## config.mk

```make
export PLATFORM = sky130hd
export DESIGN_NAME = video_timing_gen
export DESIGN_NICKNAME = d
export VERILOG_FILES = /design/src/rtl/video_timing_pkg.sv /design/src/rtl/video_axis_counter.sv /design/src/rtl/video_timing_gen.sv
export SDC_FILE = /design/constraint.sdc
export NUM_CORES = 1
export LEC_CHECK = 0
export ABC_CLOCK_PERIOD_IN_PS = 3800
export CAP_MARGIN = 20
export CORE_ASPECT_RATIO = 2
export CORE_MARGIN = 10
export CORE_UTILIZATION = 57
export DETAILED_ROUTE_END_ITERATION = 10
export GPL_TIMING_DRIVEN = 0
export MAX_ROUTING_LAYER = met4
export PLACE_DENSITY = 0.91
export SYNTH_ARGS = -nofsm -noshare
export SYNTH_HDL_FRONTEND = slang
export SYNTH_SLANG_ARGS = --single-unit
```

## constraint.sdc

```tcl
create_clock -name i_clk -period 3.8 [get_ports i_clk]
set_input_delay 0.76 -clock i_clk [delete_from_list [all_inputs] [get_ports i_clk]]
set_output_delay 0.76 -clock i_clk [all_outputs]
set_load 0.1 [all_outputs]
```

## src/rtl/video_timing_pkg.sv

```systemverilog
// video_timing_pkg
//   Shared constants for the video timing generator: the coordinate width and
//   the standard 1280x720@60 and 640x480@60 timing sets, plus a small window
//   decode helper used for the sync pulses.
package video_timing_pkg;

  localparam int unsigned COORD_W = 16;

  typedef struct packed {
    int unsigned h_active;
    int unsigned h_fp;
    int unsigned h_sync;
    int unsigned h_bp;
    int unsigned v_active;
    int unsigned v_fp;
    int unsigned v_sync;
    int unsigned v_bp;
  } timing_t;

  // 1280x720@60, 74.25 MHz pixel clock, 1650 x 750 total
  localparam timing_t TIMING_720P60 = '{
    h_active: 1280, h_fp: 110, h_sync: 40, h_bp: 220,
    v_active: 720,  v_fp: 5,   v_sync: 5,  v_bp: 20
  };

  // 640x480@60, 25.175 MHz pixel clock, 800 x 525 total
  localparam timing_t TIMING_480P60 = '{
    h_active: 640, h_fp: 16, h_sync: 96, h_bp: 48,
    v_active: 480, v_fp: 10, v_sync: 2,  v_bp: 33
  };

  // True when lo <= v < hi
  function automatic logic in_window(input logic [COORD_W-1:0] v,
                                     input logic [COORD_W-1:0] lo,
                                     input logic [COORD_W-1:0] hi);
    return (v >= lo) && (v < hi);
  endfunction

endpackage

```

## src/rtl/video_axis_counter.sv

```systemverilog
// video_axis_counter
//   Wrapping counter 0..TOTAL-1 for one raster axis.
//   Ports:
//     clk     - clock
//     rst_n   - asynchronous active-low reset (count -> 0)
//     adv     - advance the count on this edge
//     cnt     - registered count
//     cnt_nxt - value cnt takes on the next edge (lets the parent register
//               decodes that line up with the new count)
//     tc      - terminal count, cnt == TOTAL-1
module video_axis_counter
  import video_timing_pkg::*;
#(
  parameter int unsigned TOTAL = 1650
) (
  input  logic               clk,
  input  logic               rst_n,
  input  logic               adv,
  output logic [COORD_W-1:0] cnt,
  output logic [COORD_W-1:0] cnt_nxt,
  output logic               tc
);

  localparam logic [COORD_W-1:0] LAST = COORD_W'(TOTAL - 1);

  assign tc = (cnt == LAST);

  always_comb begin
    cnt_nxt = cnt;
    if (adv) begin
      cnt_nxt = tc ? '0 : cnt + COORD_W'(1);
    end
  end

  always_ff @(posedge clk or negedge rst_n) begin
    if (!rst_n) begin
      cnt <= '0;
    end else begin
      cnt <= cnt_nxt;
    end
  end

endmodule

```

## src/rtl/video_timing_gen.sv

```systemverilog
// video_timing_gen
//   Raster timing generator: column/line counters with registered sync,
//   data-enable and start-of-line/frame strobes, all aligned to the counters.
//   Ports:
//     i_clk          - pixel-domain clock
//     i_rst_n        - asynchronous active-low reset
//     i_pix_en       - pixel advance enable; all outputs hold while low
//     o_x, o_y       - current column / line
//     o_h_sync       - horizontal sync (asserted level = SYNC_POL)
//     o_v_sync       - vertical sync (asserted level = SYNC_POL)
//     o_de           - visible-area data enable
//     o_line_start   - high while o_x == 0
//     o_frame_start  - high while (o_x, o_y) == (0, 0)
//     o_frame_count  - frames started since reset, wraps mod 2^16
module video_timing_gen
  import video_timing_pkg::*;
#(
  parameter int unsigned H_ACTIVE = TIMING_720P60.h_active,
  parameter int unsigned H_FP     = TIMING_720P60.h_fp,
  parameter int unsigned H_SYNC   = TIMING_720P60.h_sync,
  parameter int unsigned H_BP     = TIMING_720P60.h_bp,
  parameter int unsigned V_ACTIVE = TIMING_720P60.v_active,
  parameter int unsigned V_FP     = TIMING_720P60.v_fp,
  parameter int unsigned V_SYNC   = TIMING_720P60.v_sync,
  parameter int unsigned V_BP     = TIMING_720P60.v_bp,
  parameter logic        SYNC_POL = 1'b1
) (
  input  logic               i_clk,
  input  logic               i_rst_n,
  input  logic               i_pix_en,
  output logic [COORD_W-1:0] o_x,
  output logic [COORD_W-1:0] o_y,
  output logic               o_h_sync,
  output logic               o_v_sync,
  output logic               o_de,
  output logic               o_line_start,
  output logic               o_frame_start,
  output logic [COORD_W-1:0] o_frame_count
);

  localparam int unsigned H_TOTAL = H_ACTIVE + H_FP + H_SYNC + H_BP;
  localparam int unsigned V_TOTAL = V_ACTIVE + V_FP + V_SYNC + V_BP;

  localparam logic [COORD_W-1:0] H_ACT_W = COORD_W'(H_ACTIVE);
  localparam logic [COORD_W-1:0] HS_LO   = COORD_W'(H_ACTIVE + H_FP);
  localparam logic [COORD_W-1:0] HS_HI   = COORD_W'(H_ACTIVE + H_FP + H_SYNC);
  localparam logic [COORD_W-1:0] V_ACT_W = COORD_W'(V_ACTIVE);
  localparam logic [COORD_W-1:0] VS_LO   = COORD_W'(V_ACTIVE + V_FP);
  localparam logic [COORD_W-1:0] VS_HI   = COORD_W'(V_ACTIVE + V_FP + V_SYNC);

  // After reset the outputs sit in an idle state (o_de and strobes low).
  // The first enabled edge only enters (0,0) without moving the counters;
  // real advancing starts from the second enabled edge.
  logic               started;
  logic               h_adv;
  logic               v_adv;
  logic               h_tc;
  logic               v_tc;
  logic [COORD_W-1:0] x_nxt;
  logic [COORD_W-1:0] y_nxt;

  assign h_adv = i_pix_en & started;
  assign v_adv = h_adv & h_tc;

  video_axis_counter #(
    .TOTAL (H_TOTAL)
  ) u_h_cnt (
    .clk     (i_clk),
    .rst_n   (i_rst_n),
    .adv     (h_adv),
    .cnt     (o_x),
    .cnt_nxt (x_nxt),
    .tc      (h_tc)
  );

  video_axis_counter #(
    .TOTAL (V_TOTAL)
  ) u_v_cnt (
    .clk     (i_clk),
    .rst_n   (i_rst_n),
    .adv     (v_adv),
    .cnt     (o_y),
    .cnt_nxt (y_nxt),
    .tc      (v_tc)
  );

  // Decodes are taken from the next coordinates so the registered strobes
  // land in the same cycle as the counters they describe.
  always_ff @(posedge i_clk or negedge i_rst_n) begin
    if (!i_rst_n) begin
      started       <= 1'b0;
      o_de          <= 1'b0;
      o_h_sync      <= ~SYNC_POL;
      o_v_sync      <= ~SYNC_POL;
      o_line_start  <= 1'b0;
      o_frame_start <= 1'b0;
      o_frame_count <= '0;
    end else if (i_pix_en) begin
      started       <= 1'b1;
      o_de          <= (x_nxt < H_ACT_W) && (y_nxt < V_ACT_W);
      o_h_sync      <= in_window(x_nxt, HS_LO, HS_HI) ? SYNC_POL : ~SYNC_POL;
      o_v_sync      <= in_window(y_nxt, VS_LO, VS_HI) ? SYNC_POL : ~SYNC_POL;
      o_line_start  <= (x_nxt == '0);
      o_frame_start <= (x_nxt == '0) && (y_nxt == '0);
      // Only a real wrap into (0,0) counts; the initial entry does not.
      if (v_adv && v_tc) begin
        o_frame_count <= o_frame_count + COORD_W'(1);
      end
    end
  end

endmodule

```

* Word level (Yosys, flattened, before mapping)
Index checks and enable logic that the tools add are counted.
Operators by class: $lt $le $gt $ge 6, multiplexer cells 6, bitwise logic cells 2, add/subtract/negate cells 3, reductions and logical operators 8, equality and inequality tests 2
Operators by type and width (number):
- 16-bit two-way mux | 4
- 16-bit by 1-bit adder with 16-bit output (second input constant) | 3
- 16-bit zero test | 2
- 16-bit by 10-bit less-than comparator with 1-bit output (second input constant) | 2
- 16-bit by 11-bit less-than comparator with 1-bit output (second input constant) | 2
- 16-bit by 10-bit equality test with 1-bit output (second input constant) | 1
- 16-bit by 11-bit equality test with 1-bit output (second input constant) | 1
- 16-bit by 10-bit >= comparator with 1-bit output (second input constant) | 1
- 16-bit by 11-bit >= comparator with 1-bit output (second input constant) | 1
- 1-bit logical AND | 5
- 1-bit AND | 2
- 1-bit two-way mux | 2
- 2-bit AND reduction | 1
Storage, ports and cells: input port bits 3, bits in registers 54, word-level logic and storage cells 36

* Longest topological paths before layout
Gate-level depths: netlist of the first run.
word-level depth 6, mapped depth 11, gate-level depth less buffers 10

* Hierarchy
Synthesis of the first run repeated with hierarchy kept, for this count alone.
Unflattened totals: cells, all modules 265, area, all modules 2846.5 um^2
Modules (own cells, without submodules):
- video_timing_gen | cells an instance 109, area each 1151.1 um^2, times used 1, sequential area each 550.5 um^2
- video_axis_counter at u_h_cnt | cells an instance 79, area each 860.8 um^2, times used 1, sequential area each 400.4 um^2
- video_axis_counter at u_v_cnt | cells an instance 77, area each 834.6 um^2, times used 1, sequential area each 400.4 um^2

* Worst setup path before layout of the first run
No wires, ideal clock.
path kind flip-flop to flip-flop, from register u_v_cnt.cnt[0], to register o_frame_count[15], buffers on the path 1, arrival 3.028 ns, cell stages (with the launch flop) 10, path slack 0.614 ns, period minus slack after synthesis 3.186 ns, cells stage by stage dfrtp_1 > ha_1 > or4b_1 > nor4_4 > and3_1 > buf_2 > nand4_1 > nor2_1 > nand4_1 > xnor2_1
On the way: longest elaborated chain between the ends 3
RTL lines:
- start, declared | RTL line video_axis_counter.sv:19 | output logic [COORD_W-1:0] cnt,
- start signal, assigned | RTL line video_axis_counter.sv:39 | cnt <= cnt_nxt;
- 16-bit by 10-bit equality test with 1-bit output | RTL line video_axis_counter.sv:26 | assign tc = (cnt == LAST);
- 1-bit logical AND | RTL line video_timing_gen.sv:106 | if (v_adv && v_tc) begin
- 2-bit AND reduction (no source line)
- end signal, assigned | RTL line video_timing_gen.sv:107 | o_frame_count <= o_frame_count + COORD_W'(1);
- end, declared | RTL line video_timing_gen.sv:38 | output logic [COORD_W-1:0] o_frame_count
Every way passes these cells. A chain may end at the register's enable or synchronous reset.

* Worst setup path in the final report of the first run
from input i_pix_en, to register o_frame_start
On the way: elaborated cells on any way between the ends 7, those cells by class mux: 2; bitwise: 2; reduce/logical: 3
RTL lines:
- start, declared | RTL line video_timing_gen.sv:30 | input logic i_pix_en,
- 1-bit AND | RTL line video_timing_gen.sv:62 | assign h_adv = i_pix_en & started;
- 16-bit two-way mux | RTL line video_axis_counter.sv:30 | if (adv) begin
- via u_h_cnt.cnt_nxt[11] | RTL line video_axis_counter.sv:20 | output logic [COORD_W-1:0] cnt_nxt,
- 16-bit zero test | RTL line video_timing_gen.sv:104 | o_frame_start <= (x_nxt == '0) && (y_nxt == '0);
- 1-bit logical AND | RTL line video_timing_gen.sv:104
- end signal, assigned | RTL line video_timing_gen.sv:104
- end, declared | RTL line video_timing_gen.sv:37 | output logic o_frame_start,
The timed path passes the listed nets, and every way through them passes these cells.

==> metrics.txt, run 1 <==
run status finished clean; Avg Synthesized Cell Area 9.60 sq um; worst hold path class in -> async; Pwr Total 1.58 mW; latest clock arrival within the worst-skew pair 0.31 ns; FF+latch count, synth 54; Post-synth top cells dfrtp_1, nor2_1, nand2_1, xnor2_1; RSZ-0062 raised after global routing false; core area 5180 sq um; count of cell types in the netlist 55; IO buf count 55; critical path type in -> reg; Syn Nets 326; share of cells above drive strength 1 0.0997; die height 124 um; Peak VDD IR 0.758 mV; Die W 71.8 um; Final Skew 0.00573 ns; top cells by area, synth dfrtp_1, xnor2_1, xor2_1; CTS root buf clkbuf_8; DP Cell Count 432; Initial Util 0.589; initial DRC count 181; Yosys Warn Count 0; Leakage 1.65 nW; EDFF count, synth 0; Tmin final 3.32 ns; clock buffer depth 2; Via density 6.31; dominant cell type by area after synthesis dfrtp_1; top cell type's share of synthesized area 0.442; worst hold slack 0.371 ns; total number of vias 2772; first-pass GRT wire length 14.1 mm; pin count of the biggest net entering global routing 39; # hold bufs at CTS 0; wire per inst 19.5 um; final wirelength 8.57 mm; headroom to the max-slew limit 0.324; register area share after synthesis 0.442; crit end category flop; final hold vios 0; Data required, critical path 4.02 ns; # DRC 0; MaxCap Viol Count 0; Final Non-Filler Cells 439; Final Max Tran Viols 0; CTS clk-pin slew, worst paths 0.09 ns; Most used DFF post-synth dfrtp_1; gpl congestion 0.973; number of global-route vias before repair 2839; Placed Area 3690 sq um; setup tns final 0 ns; period utilization 0.874; final setup fails 0; total inserted antenna cells 0; row cnt 37; H-tree depth 2; Setup Fix Bufs, Post-CTS 0; Slew @ Worst Pin 1.01 ns; Fmax achieved 301 MHz; # clock sinks 54; count leader, synth dfrtp_1; TritonCTS clock tree built; CP Launch Type primary input; die area 8860 sq um; grt ovf 0; pwr dens 418 nW/um^2; post-route cell area 3780 sq um; CP Max Fanout 10; Layout Nets 389; initial antenna violation count 0; Async SR Flop Fraction 1.00; First-pass DRT Iterations 4; Syn Inst Count 318; hpwl dp 6.67 mm; Total GRT Usage 0.202; TritonCTS buffer count 5; I/O pins 56; ANT nets after route 0; Worst EP arrival 3.54 ns; Layout area overhead 23.7%; Post-Syn Area 3050 sq um
[final cells by class]
class	count	area [sq um]
buffer	16	82.6
clock buffer	6	72.6
clock inverter	1	7.51
fill	390	1410
inverter	13	48.8
multi-input combinational	235	1580
sequential	54	1350
tap	58	72.6
timing repair buffer	56	566
[critical path, cell delays in order]
cell and delay (ns):
clkdlybuf4s50_1 0.47, buf_2 0.23, nand4_1 0.28, nor4_1 0.38
xnor2_1 0.23, inv_1 0.12, nor4b_2 0.52, nand4_1 0.23
o32ai_1 0.31
[what timing repair did]
item                                    CTS  global route
endpoints found under the hold margin     0             0
endpoints found under the setup margin    0             1
resized for setup                         0             1
[cell usage in the layout, fill, tap and decap left out, types with 2 or more instances in the layout]
| cell | count |
|---|---|
| a22oi_1 | 3 |
| nor2_1 | 30 |
| or4_1 | 2 |
| xnor2_1 | 22 |
| or4b_1 | 2 |
| a21oi_1 | 3 |
| a31oi_1 | 2 |
| nand2b_1 | 2 |
| mux2_2 | 5 |
| nand4bb_1 | 2 |
| clkbuf_1 | 6 |
| buf_2 | 9 |
| nor3_1 | 10 |
| inv_1 | 12 |
| clkbuf_8 | 5 |
| a211oi_1 | 2 |
| or2_2 | 2 |
| ha_1 | 5 |
| nand4_1 | 16 |
| o32ai_1 | 2 |
| o21ai_0 | 9 |
| and3_1 | 10 |
| or4_4 | 2 |
| a22o_1 | 3 |
| clkdlybuf4s50_1 | 54 |
| dfrtp_1 | 54 |
| xor2_1 | 16 |
| o31ai_1 | 2 |
| o211ai_1 | 8 |
| nor4_1 | 11 |
| or3_1 | 4 |
| nand3b_1 | 2 |
| nor2b_1 | 2 |
| nand2_1 | 23 |
| nand3_1 | 15 |
[per-stage QoR]
stage	utilization	worst slack [ns]
3_3_place_gp	0.709	-0.0607
5_1_grt	0.729	0.296
4_1_cts	0.728	0.347
2_1_floorplan	-	0.614
6_report	0.729	0.478
3_5_place_dp	0.712	0.0284
[logic make-up (layout without fill, tap and decap cells)]
family | count (synthesis) | count (layout) | synth area share
AND/OR/NAND/NOR | 144 | 144 | 0.264
flip-flops | 54 | 54 | 0.442
AO/OA/AOI/OAI | 43 | 43 | 0.102
XOR/XNOR | 38 | 38 | 0.109
buffers and inverters | 29 | 92 | 0.0430
adder cells (fa/ha/maj) | 5 | 5 | 0.0205
multiplexers | 5 | 5 | 0.0184
[registers in the layout, indices dropped and copies added (netlist names)]
signal	count
o_frame_count	16
u_v_cnt.cnt	16
o_v_sync	1
started	1
u_h_cnt.cnt	16
o_de	1
o_line_start	1
o_frame_start	1
o_h_sync	1
[worst paths after layout]
check	cells past startpoint	to	slack, ns	startpoint
setup reg to reg	8	o_frame_start	0.80	u_h_cnt.cnt[0]
max in group asynchronous	2	o_de	2.89	i_rst_n
min in group i_clk	1	o_frame_count[12]	0.50	o_frame_count[12]
setup / recovery	9	o_frame_start	0.48	i_pix_en
hold reg to reg	1	o_frame_count[12]	0.50	o_frame_count[12]
hold / removal	1	o_frame_count[10]	0.37	i_rst_n
[metal layers]
| metal | GRT usage | routed length (um) | share of wire | up-vias |
|---|---|---|---|---|
| li1 | - | - | - | 1267 |
| met1 | 0.188 | 2860 | 0.33 | 1373 |
| met2 | 0.353 | 4810 | 0.56 | 103 |
| met3 | 0.0457 | 452 | 0.053 | 29 |
| met4 | 0.142 | 449 | 0.052 | 0 |
| met5 | - | 0 | 0 | - |
[power breakdown]
part / internal, mW / switching, mW / total (mW)
combinational: 0.153 / 0.455 / 0.608
sequential: 0.611 / 0.0532 / 0.664
clock: 0.127 / 0.181 / 0.307
(Power assumes the default switching activity.)
==> inputs of run 2 (changes only) <==
REMOVE_ABC_BUFFERS = 1   (was default)
==> run 2 against run 1 <==
Net effect:
- sequential power is 4.1% higher
- critical path depth is 1 lower
- critical endpoint unchanged
- die area stayed put
- highest routed layer unchanged
- core utilization is 1.4 points lower
- largest cell class unchanged
- cell count is 3.4% lower
- setup slack worse by 0.29 ns
- fmax is 7.9% lower
==> metrics.txt, run 2 (same netlist as run 1, synthesis figures left out) <==
TritonCTS clock tree built; clock buffer depth 2; First-pass DRT Iterations 4; TritonCTS buffer count 5; hpwl dp 6.27 mm; share of cells above drive strength 1 0.0820; initial DRC count 146; gpl congestion 0.976; Leakage 1.59 nW; final wirelength 8.19 mm; CP Cell Sequence clkdlybuf4s50_1 > nand3_1 > nor4_1 > xor2_1 > nor3_1 > nor4b_1 > nand4_1 > o32ai_1; worst hold path class in -> async; Peak VDD IR 0.606 mV; Via density 6.36; Fmax achieved 277 MHz; Initial Util 0.589; CTS root buf clkbuf_8; Final Skew 0.00460 ns; row cnt 37; MaxCap Viol Count 0; grt ovf 0; fill cell count 395; pwr dens 427 nW/um^2; Pwr Total 1.58 mW; Tmin final 3.61 ns; initial antenna violation count 0; number of global-route vias before repair 2722; Layout area overhead 21.3%; crit end category flop; CP bufs+invs 1; final setup fails 0; Die W 71.8 um; final hold vios 0; Layout Nets 374; most frequent cells in the layout clkdlybuf4s50_1, dfrtp_1, nor2_1; CTS clk-pin slew, worst paths 0.10 ns; worst hold slack 0.405 ns; IO buf count 55; period utilization 0.950; Critical Path Slowest Stage Cell clkdlybuf4s50_1; # DRC 0; run status finished clean; wire per inst 19.3 um; Worst EP arrival 3.83 ns; die height 124 um; Final Max Tran Viols 0; CP delay by family, top simple AND/OR/NAND/NOR gates; CP Launch Type primary input; # hold bufs at CTS 0; latest clock arrival within the worst-skew pair 0.32 ns; CP Max Fanout 11; total inserted antenna cells 0; I/O pins 56; critical path type in -> reg; CP max stage delay 0.75 ns; Slew @ Worst Pin 1.01 ns; ANT nets after route 0; die area 8860 sq um; total number of vias 2698; RSZ-0062 raised after global routing false; Top Registers o_frame_count x16, u_h_cnt.cnt x16, u_v_cnt.cnt x16; first-pass GRT wire length 13.4 mm; core area 5180 sq um; pin count of the biggest net entering global routing 33; # clock sinks 54; headroom to the max-slew limit 0.323; Data required, critical path 4.02 ns; H-tree depth 2; Total GRT Usage 0.193
[run 2: area by class of cell]
type                            instances  area [sq um]  share of cell area
Clock inverter                          2          15.0             0.00405
Inverter                               13          48.8              0.0132
Multi-Input combinational cell        235          1580               0.426
Tap cell                               58          72.6              0.0196
Sequential cell                        54          1350               0.365
Timing Repair Buffer                   57           571               0.154
Clock buffer                            5          68.8              0.0186
[run 2: worst paths after layout]
kind / endpoint / startpoint / slack (ns) / depth (start not counted)
hold / removal: o_frame_count[10] / i_rst_n / 0.41 / 1
min in group i_clk: o_frame_count[15] / o_frame_count[15] / 0.48 / 1
setup reg to reg: o_v_sync / u_h_cnt.cnt[0] / 0.65 / 8
max in group asynchronous: o_v_sync / i_rst_n / 2.84 / 2
hold reg to reg: o_frame_count[15] / o_frame_count[15] / 0.48 / 1
setup / recovery: o_frame_start / i_pix_en / 0.19 / 8
[run 2: power breakdown]
part / internal [mW] / switching, mW / total (mW)
clock: 0.126 / 0.191 / 0.317
combinational: 0.143 / 0.432 / 0.575
sequential: 0.611 / 0.0802 / 0.691
[run 2: what timing repair did]
action | CTS | global route
setup buffers | 0 | 0
endpoints found under the hold margin | 0 | 0
resized for setup | 1 | 1
endpoints found under the setup margin | 3 | 2
[run 2: metrics by stage]
| step | util | cells | area, sq um | worst slack (ns) | setup TNS, ns |
|---|---|---|---|---|---|
| 5_1_grt | 0.715 | 424 | 3710 | 0.0428 | 0 |
| 3_3_place_gp | 0.693 | 415 | 3590 | -0.881 | -2.96 |
| 2_1_floorplan | - | 302 | 2970 | 0.352 | 0 |
| 4_1_cts | 0.714 | 424 | 3700 | 0.136 | 0 |
| 3_5_place_dp | 0.697 | 417 | 3610 | -0.479 | -1.29 |
| 6_report | 0.715 | 424 | 3710 | 0.192 | 0 |
[run 2: per-layer routing]
layer	share of wire	vias to the layer above	global-route usage
met5	0	-	-
met4	0.055	0	0.128
met3	0.048	27	0.0369
met2	0.53	100	0.335
met1	0.37	1329	0.188
li1	-	1242	-
==> inputs of run 3 (changes only) <==
ABC_AREA = 1   (was default)
CORE_UTILIZATION = 37   (was 57)
PLACE_DENSITY = 0.63   (was 0.91)
==> run 3 against run 2 <==
Net effect:
- critical path depth up 4
- flip-flop and latch count did not move
- global-route usage fell by 4.4 points
- combinational power up 95%
- sequential power increased by 12%
- register-to-register slack better by 0.62 ns
- synthesized cell count up 74%
- clock-buffer cell count unchanged
- setup slack improved by 0.53 ns
- clock power grew 46%
- via count up 35%
- cell count rose by 75%
- critical endpoint unchanged
- largest cell class unchanged
==> metrics.txt, run 3 <==
Multi-input gate area 1970 sq um; initial antenna violation count 0; top cell type's share of synthesized area 0.369; # hold bufs at CTS 0; mux share of post-synthesis cell area 0; Yosys Warn Count 0; Synth Area in Compound Gates 0.0389; EDFF count, synth 0; worst hold path class reg -> reg; combinational family with the most area after synthesis simple AND/OR/NAND/NOR gates; most common cell after layout, fill and taps aside nand2_1; CP max stage delay 0.51 ns; CTS root buf clkbuf_16; most frequent cells in the layout nand2_1, nor2_1, inv_1; grt ovf 0; post-route cell area 4500 sq um; Setup Fix Bufs, Post-CTS 0; register area share after synthesis 0.369; die area 14500 sq um; Synth Area in Adders 0.0171; First-pass DRT Iterations 4; WL met2 5.83 mm; MaxCap Viol Count 0; Critical Path Slowest Stage Cell clkdlybuf4s50_1; TritonCTS clock tree built; Via density 4.90; CTS clk-pin slew, worst paths 0.07 ns; Leakage 2.09 nW; simple-gate portion of the synthesized area 0.431; final setup fails 0; ANT nets after route 0; Data required, critical path 4.04 ns; Final Max Tran Viols 0; post-synthesis xor/xnor area fraction 0.0502; headroom to the max-slew limit 0.337; wire per inst 14.1 um; CP bufs+invs 2; gpl congestion 0.923; RSZ-0062 raised after global routing false; total number of vias 3642; CP Launch Type primary input; final hold vios 0; Reg area 1350 sq um; Top Registers o_frame_count x16, u_h_cnt.cnt x16, u_v_cnt.cnt x16; Layout area overhead 22.7%; critical path type in -> reg; Total GRT Usage 0.148; CP delay by family, top simple AND/OR/NAND/NOR gates; Worst EP arrival 3.31 ns; met3 wire len 378 um; pin count of the biggest net entering global routing 35; count leader, synth nand2_1; Avg Synthesized Cell Area 6.63 sq um; CP Cell Sequence clkdlybuf4s50_1 > nand2_4 > clkinv_1 > nand3_4 > nor2_1 > nor2_1 > nand2_1 > nor2_1 > nand3_1 > nor2_1 > nand2_1 > nand2_1; Pwr Total 2.36 mW; IO buf count 55; dominant cell type by area after synthesis dfrtp_1; uppermost layer routed met4; number of global-route vias before repair 3590; clock buffer depth 2; period utilization 0.809; crit end category flop; # clock sinks 54; total inserted antenna cells 0; Initial Util 0.378; die height 161 um; Placed Area 4350 sq um; Slew @ Worst Pin 0.992 ns; Most used DFF post-synth dfrtp_1; FF+latch count, synth 54; # DRC 0; pwr dens 524 nW/um^2; I/O pins 56; top cells by area, synth dfrtp_1, nand2_1, nor2_1; Syn Inst Count 553; Post-Syn Area 3670 sq um; run status finished clean; TritonCTS buffer count 5; Fmax achieved 325 MHz; first-pass GRT wire length 17.3 mm; Post-synth top cells nand2_1, nor2_1, inv_1, dfrtp_1, nand3_1; share of cells above drive strength 1 0.0507; Die W 90.4 um; Resize count post-CTS 0; Worst R2R Setup Slack 1.27 ns; latest clock arrival within the worst-skew pair 0.30 ns; core area 9700 sq um; Layout Nets 618; count of cell types in the netlist 32; final wirelength 10.5 mm; Peak VDD IR 0.453 mV; Tmin final 3.07 ns; H-tree depth 2; Final Skew 0.00509 ns; Critical Path Most Common Cell nor2_1; hpwl dp 8.33 mm; row cnt 51; CP Max Fanout 19; fill cell count 1056; met1 wire length 3.97 mm; Async SR Flop Fraction 1.00; setup tns final 0 ns; initial DRC count 180
## run 3: metrics by stage
stage	utilization	hold WS, ns	std cells	setup WS (ns)
final	0.464	0.489	743	0.725
after detailed placement	0.449	0.476	735	0.360
after floorplan	-	0.464	547	1.22
after CTS	0.464	0.497	743	0.645
after global placement	0.446	0.470	734	0.179
after global routing	0.464	0.519	743	0.429
## run 3: kinds of logic (layout without fill, tap and decap cells)
family                   Yosys count  count (layout)
flip-flops                        54              54
adder cells (fa/ha/maj)            5               5
XOR/XNOR                          21              21
buffers and inverters             84             142
AND/OR/NAND/NOR                  362             362
AO/OA/AOI/OAI                     27              27
## run 3: routing by layer
metal,GRT usage,vias to the layer above
met3,0.0210,25
met1,0.149,1681
met5,-,-
met2,0.274,88
met4,0.0662,0
li1,-,1848
## run 3: cell type report
type,count,area share
Multi-Input combinational cell,415,0.438
Sequential cell,54,0.300
Timing Repair Buffer,56,0.127
Inverter,78,0.0651
Tap cell,132,0.0367
Clock buffer,5,0.0278
Clock inverter,3,0.00473
## run 3: worst paths after layout
path                           startpoint         endpoint  depth (start not counted)
setup / recovery                 i_pix_en    o_frame_start                         12
hold / removal              o_frame_start    o_frame_start                          2
setup reg to reg           u_h_cnt.cnt[0]    o_frame_start                         13
hold reg to reg             o_frame_start    o_frame_start                          2
max in group asynchronous         i_rst_n  u_h_cnt.cnt[13]                          2
min in group asynchronous         i_rst_n   u_v_cnt.cnt[2]                          1
## run 3: worst register-to-register path, stage by stage (launching register included)
cell and delay (ns):
dfrtp_1 0.46, ha_1 0.27, nand2_1 0.07, nor2_1 0.15, nand3_1 0.14, nor2_4 0.40, nor2_1 0.08, nor2_1 0.21
nand2_1 0.10, nor2_1 0.20, nand3_1 0.10, nor2_1 0.17, nand2_1 0.07, nand2_1 0.06
## run 3: where the power goes
group          internal, mW  leakage, nW  switching (mW)
logic                 0.260         1.37           0.865
registers             0.643        0.651           0.129
clock network         0.245       0.0698           0.218
==> edit (config.mk and constraints of run 2) <==
Set the package constant `COORD_W` to 32 (it was 16).
--- a/src/rtl/video_timing_pkg.sv
+++ b/src/rtl/video_timing_pkg.sv
@@ -6,3 +6,3 @@
 
-  localparam int unsigned COORD_W = 16;
+  localparam int unsigned COORD_W = 32;
 
Interface: changed (resized o_frame_count, o_x and o_y); port bits go from 56 to 104. The function was not compared with the original's and may differ.
==> edit against run 2 <==
  * Critical path depth rose by 1
  * Wire length rose by 140%
  * First-iteration DRC count rose to 3.2 times the old value
  * Power rose by 71%
  * Via count rose by 120%
  * Cell area rose by 110%
  * Area after synthesis rose by 110%
  * Sequential power rose by 74%
  * Setup slack got worse by 26 ps
  * Non-clock buffer count rose by 50
  * Clock skew rose by 3.4 ps
  * Sequential cell count rose by 48
  * Final cell count rose by 110%
==> edit: results (changes against run 2) <==
- The quantity of I/O buffers inserted on ports is 103 (+87%).
- The maximum level of the CTS H-tree came to 3 (+1).
- The placed wire-length estimate after detailed placement is 14300 µm (+130%).
- The clock latency on the worst-skew pair came to 350 ps (+30 ps).
- The overall routed net length came to 19300 µm (+140%).
- The detail-routed net length per standard cell is 21.5 µm (+12%).
- The via density per instance is 6.57 (+3.2%).
- The routability congestion estimate from global placement is 1.03 (+5.4%).
- Counting instances in the post-synthesis netlist gives the leading cell types as dfrtp_1 (102), nand2_1 (61), xnor2_1 (49).
- The standby leakage power is 3.25 nW (+100%).
- The post-synthesis mux area share is 1.28% (-0.56 points).
- The number of distinct library cell variants in the gate-level netlist after synthesis is 67 (+22%).
- The tightest hold margin was 422 ps (+16.6 ps).
- The stage delay of the slowest cell on the critical path is 530 ps (-220 ps).
- The detailed-routing iteration count for the pre-antenna-repair pass is 5 (+1).
- The worst path arrival time is 3890 ps (+60 ps).
- The length in cells of the worst reg-to-reg path is 9 (+1).
- The post-synthesis xor/xnor area fraction came to 13.1% (+2.2 points).
- The number of placed cells counting well taps is 877 (+110%).
- The layout cell share with drive strength beyond 1 is 8.48% (+0.28 points).
- The flow ran to the end, and the final reports show no timing, DRC or antenna violations.
- The number of design-rule violations left by the first detailed-router iteration is 468 (+220%).
- The share of the synthesized area in compound gates (AO/OA/AOI/OAI) is 7.28% (-3.0 points).
- The average cell area after synthesis came to 9.42 µm² (-1.9%).
- The relative max-transition margin came to 29.8% (-2.5 points).
- The clock-pin slew reported for the worst setup and hold paths after clock tree synthesis is 80 ps (-20 ps).
- The first-pass GRT wire length was 30300 µm (+130%).
- The number of nets in the layout came to 758 (+100%).
- The fill cell total of the finished layout is 787 (+99%).
- The slowest stage cell on the critical path is or4b_1.
- The largest registers in the layout are o_frame_count x32, u_h_cnt.cnt x32, u_v_cnt.cnt x32.
- The setup clock skew after layout is 8.00 ps (+3.39 ps).
- The combined global-route utilization of all metal layers is 24.4% (+5.1 points).
- The post-synthesis share of cell area spent on full adders, half adders and majority gates is 0.987% (-1.1 points).
-- edit: cell types whose count changed after synthesis, sizes merged, moves of 10 or more --
cell	delta
nor2	+12
nor3	+14
buf	+14
o21ai	+12
dfrtp	+48
xnor2	+27
clkbuf	+11
xor2	+30
nor4	+27
a21oi	+10
nand2	+38
nand3	+29
and4	+13
nand4	+25
-- edit: how the worst max path moves through the flow --
stage                                 end  slack, ps  cells after the start
after floorplan                  o_v_sync        -20                      9
after global placement    u_h_cnt.cnt[22]      -1810                      1
after detailed placement         o_v_sync       -450                      9
after CTS                            o_de         30                      9
after global routing             o_v_sync         20                      9
final                            o_v_sync        170                      9
-- edit: layout make-up --
| cell class | count | area, µm² | share of cell area, % |
|---|---|---|---|
| repair buffers | 107 | 1080 | 14.0 |
| inverters | 16 | 60.1 | 0.775 |
| flip-flops and latches | 102 | 2550 | 32.9 |
| clock buffers | 10 | 239 | 3.08 |
| well taps | 140 | 175 | 2.26 |
| multi-input cells | 514 | 3560 | 46.0 |
| clock inverters | 6 | 77.6 | 1.00 |
-- edit: critical path, delay by kind of cell, from the launching register on --
kind / cells / cell delay (ps)
AOI/OAI and AO/OA: 2 / 480
adders and majority gates: 1 / 330
DFF: 1 / 520
and+or+nand+nor: 6 / 2190
-- edit: power by group --
part	internal [mW]	switching, mW	leakage, nW	total (mW)
sequential	1.11	0.0881	1.37	1.20
combinational	0.135	0.384	1.73	0.519
clock	0.541	0.441	0.153	0.982
-- edit: logic make-up (layout without fill, tap and decap cells) --
group | Yosys count | after routing
buffers and inverters | 57 | 139
DFF | 102 | 102
and+or+nand+nor | 336 | 336
xor gates and xnor gates | 95 | 95
adders and majority gates | 5 | 5
muxes | 8 | 8
AOI/OAI and AO/OA | 70 | 70
-- edit: timing repair --
item	CTS	global route
resized for setup	4	5
pin swaps	0	2
setup buffers	0	2
endpoints found under the setup margin	2	8
-- edit: stage by stage --
step	cell area (µm²)	util [%]
after floorplan	6130	-
after global placement	7340	67.4
after detailed placement	7370	67.8
after CTS	7710	70.9
after global routing	7750	71.3
final	7750	71.3
-- edit: routing by layer --
layer | vias up | GRT usage [%] | part of all wire [%]
li1 | 2595 | - | -
met1 | 2815 | 24.6 | 34
met2 | 353 | 41.7 | 52
met3 | 117 | 4.03 | 6.0
met4 | 0 | 16.3 | 7.2
met5 | - | - | 0
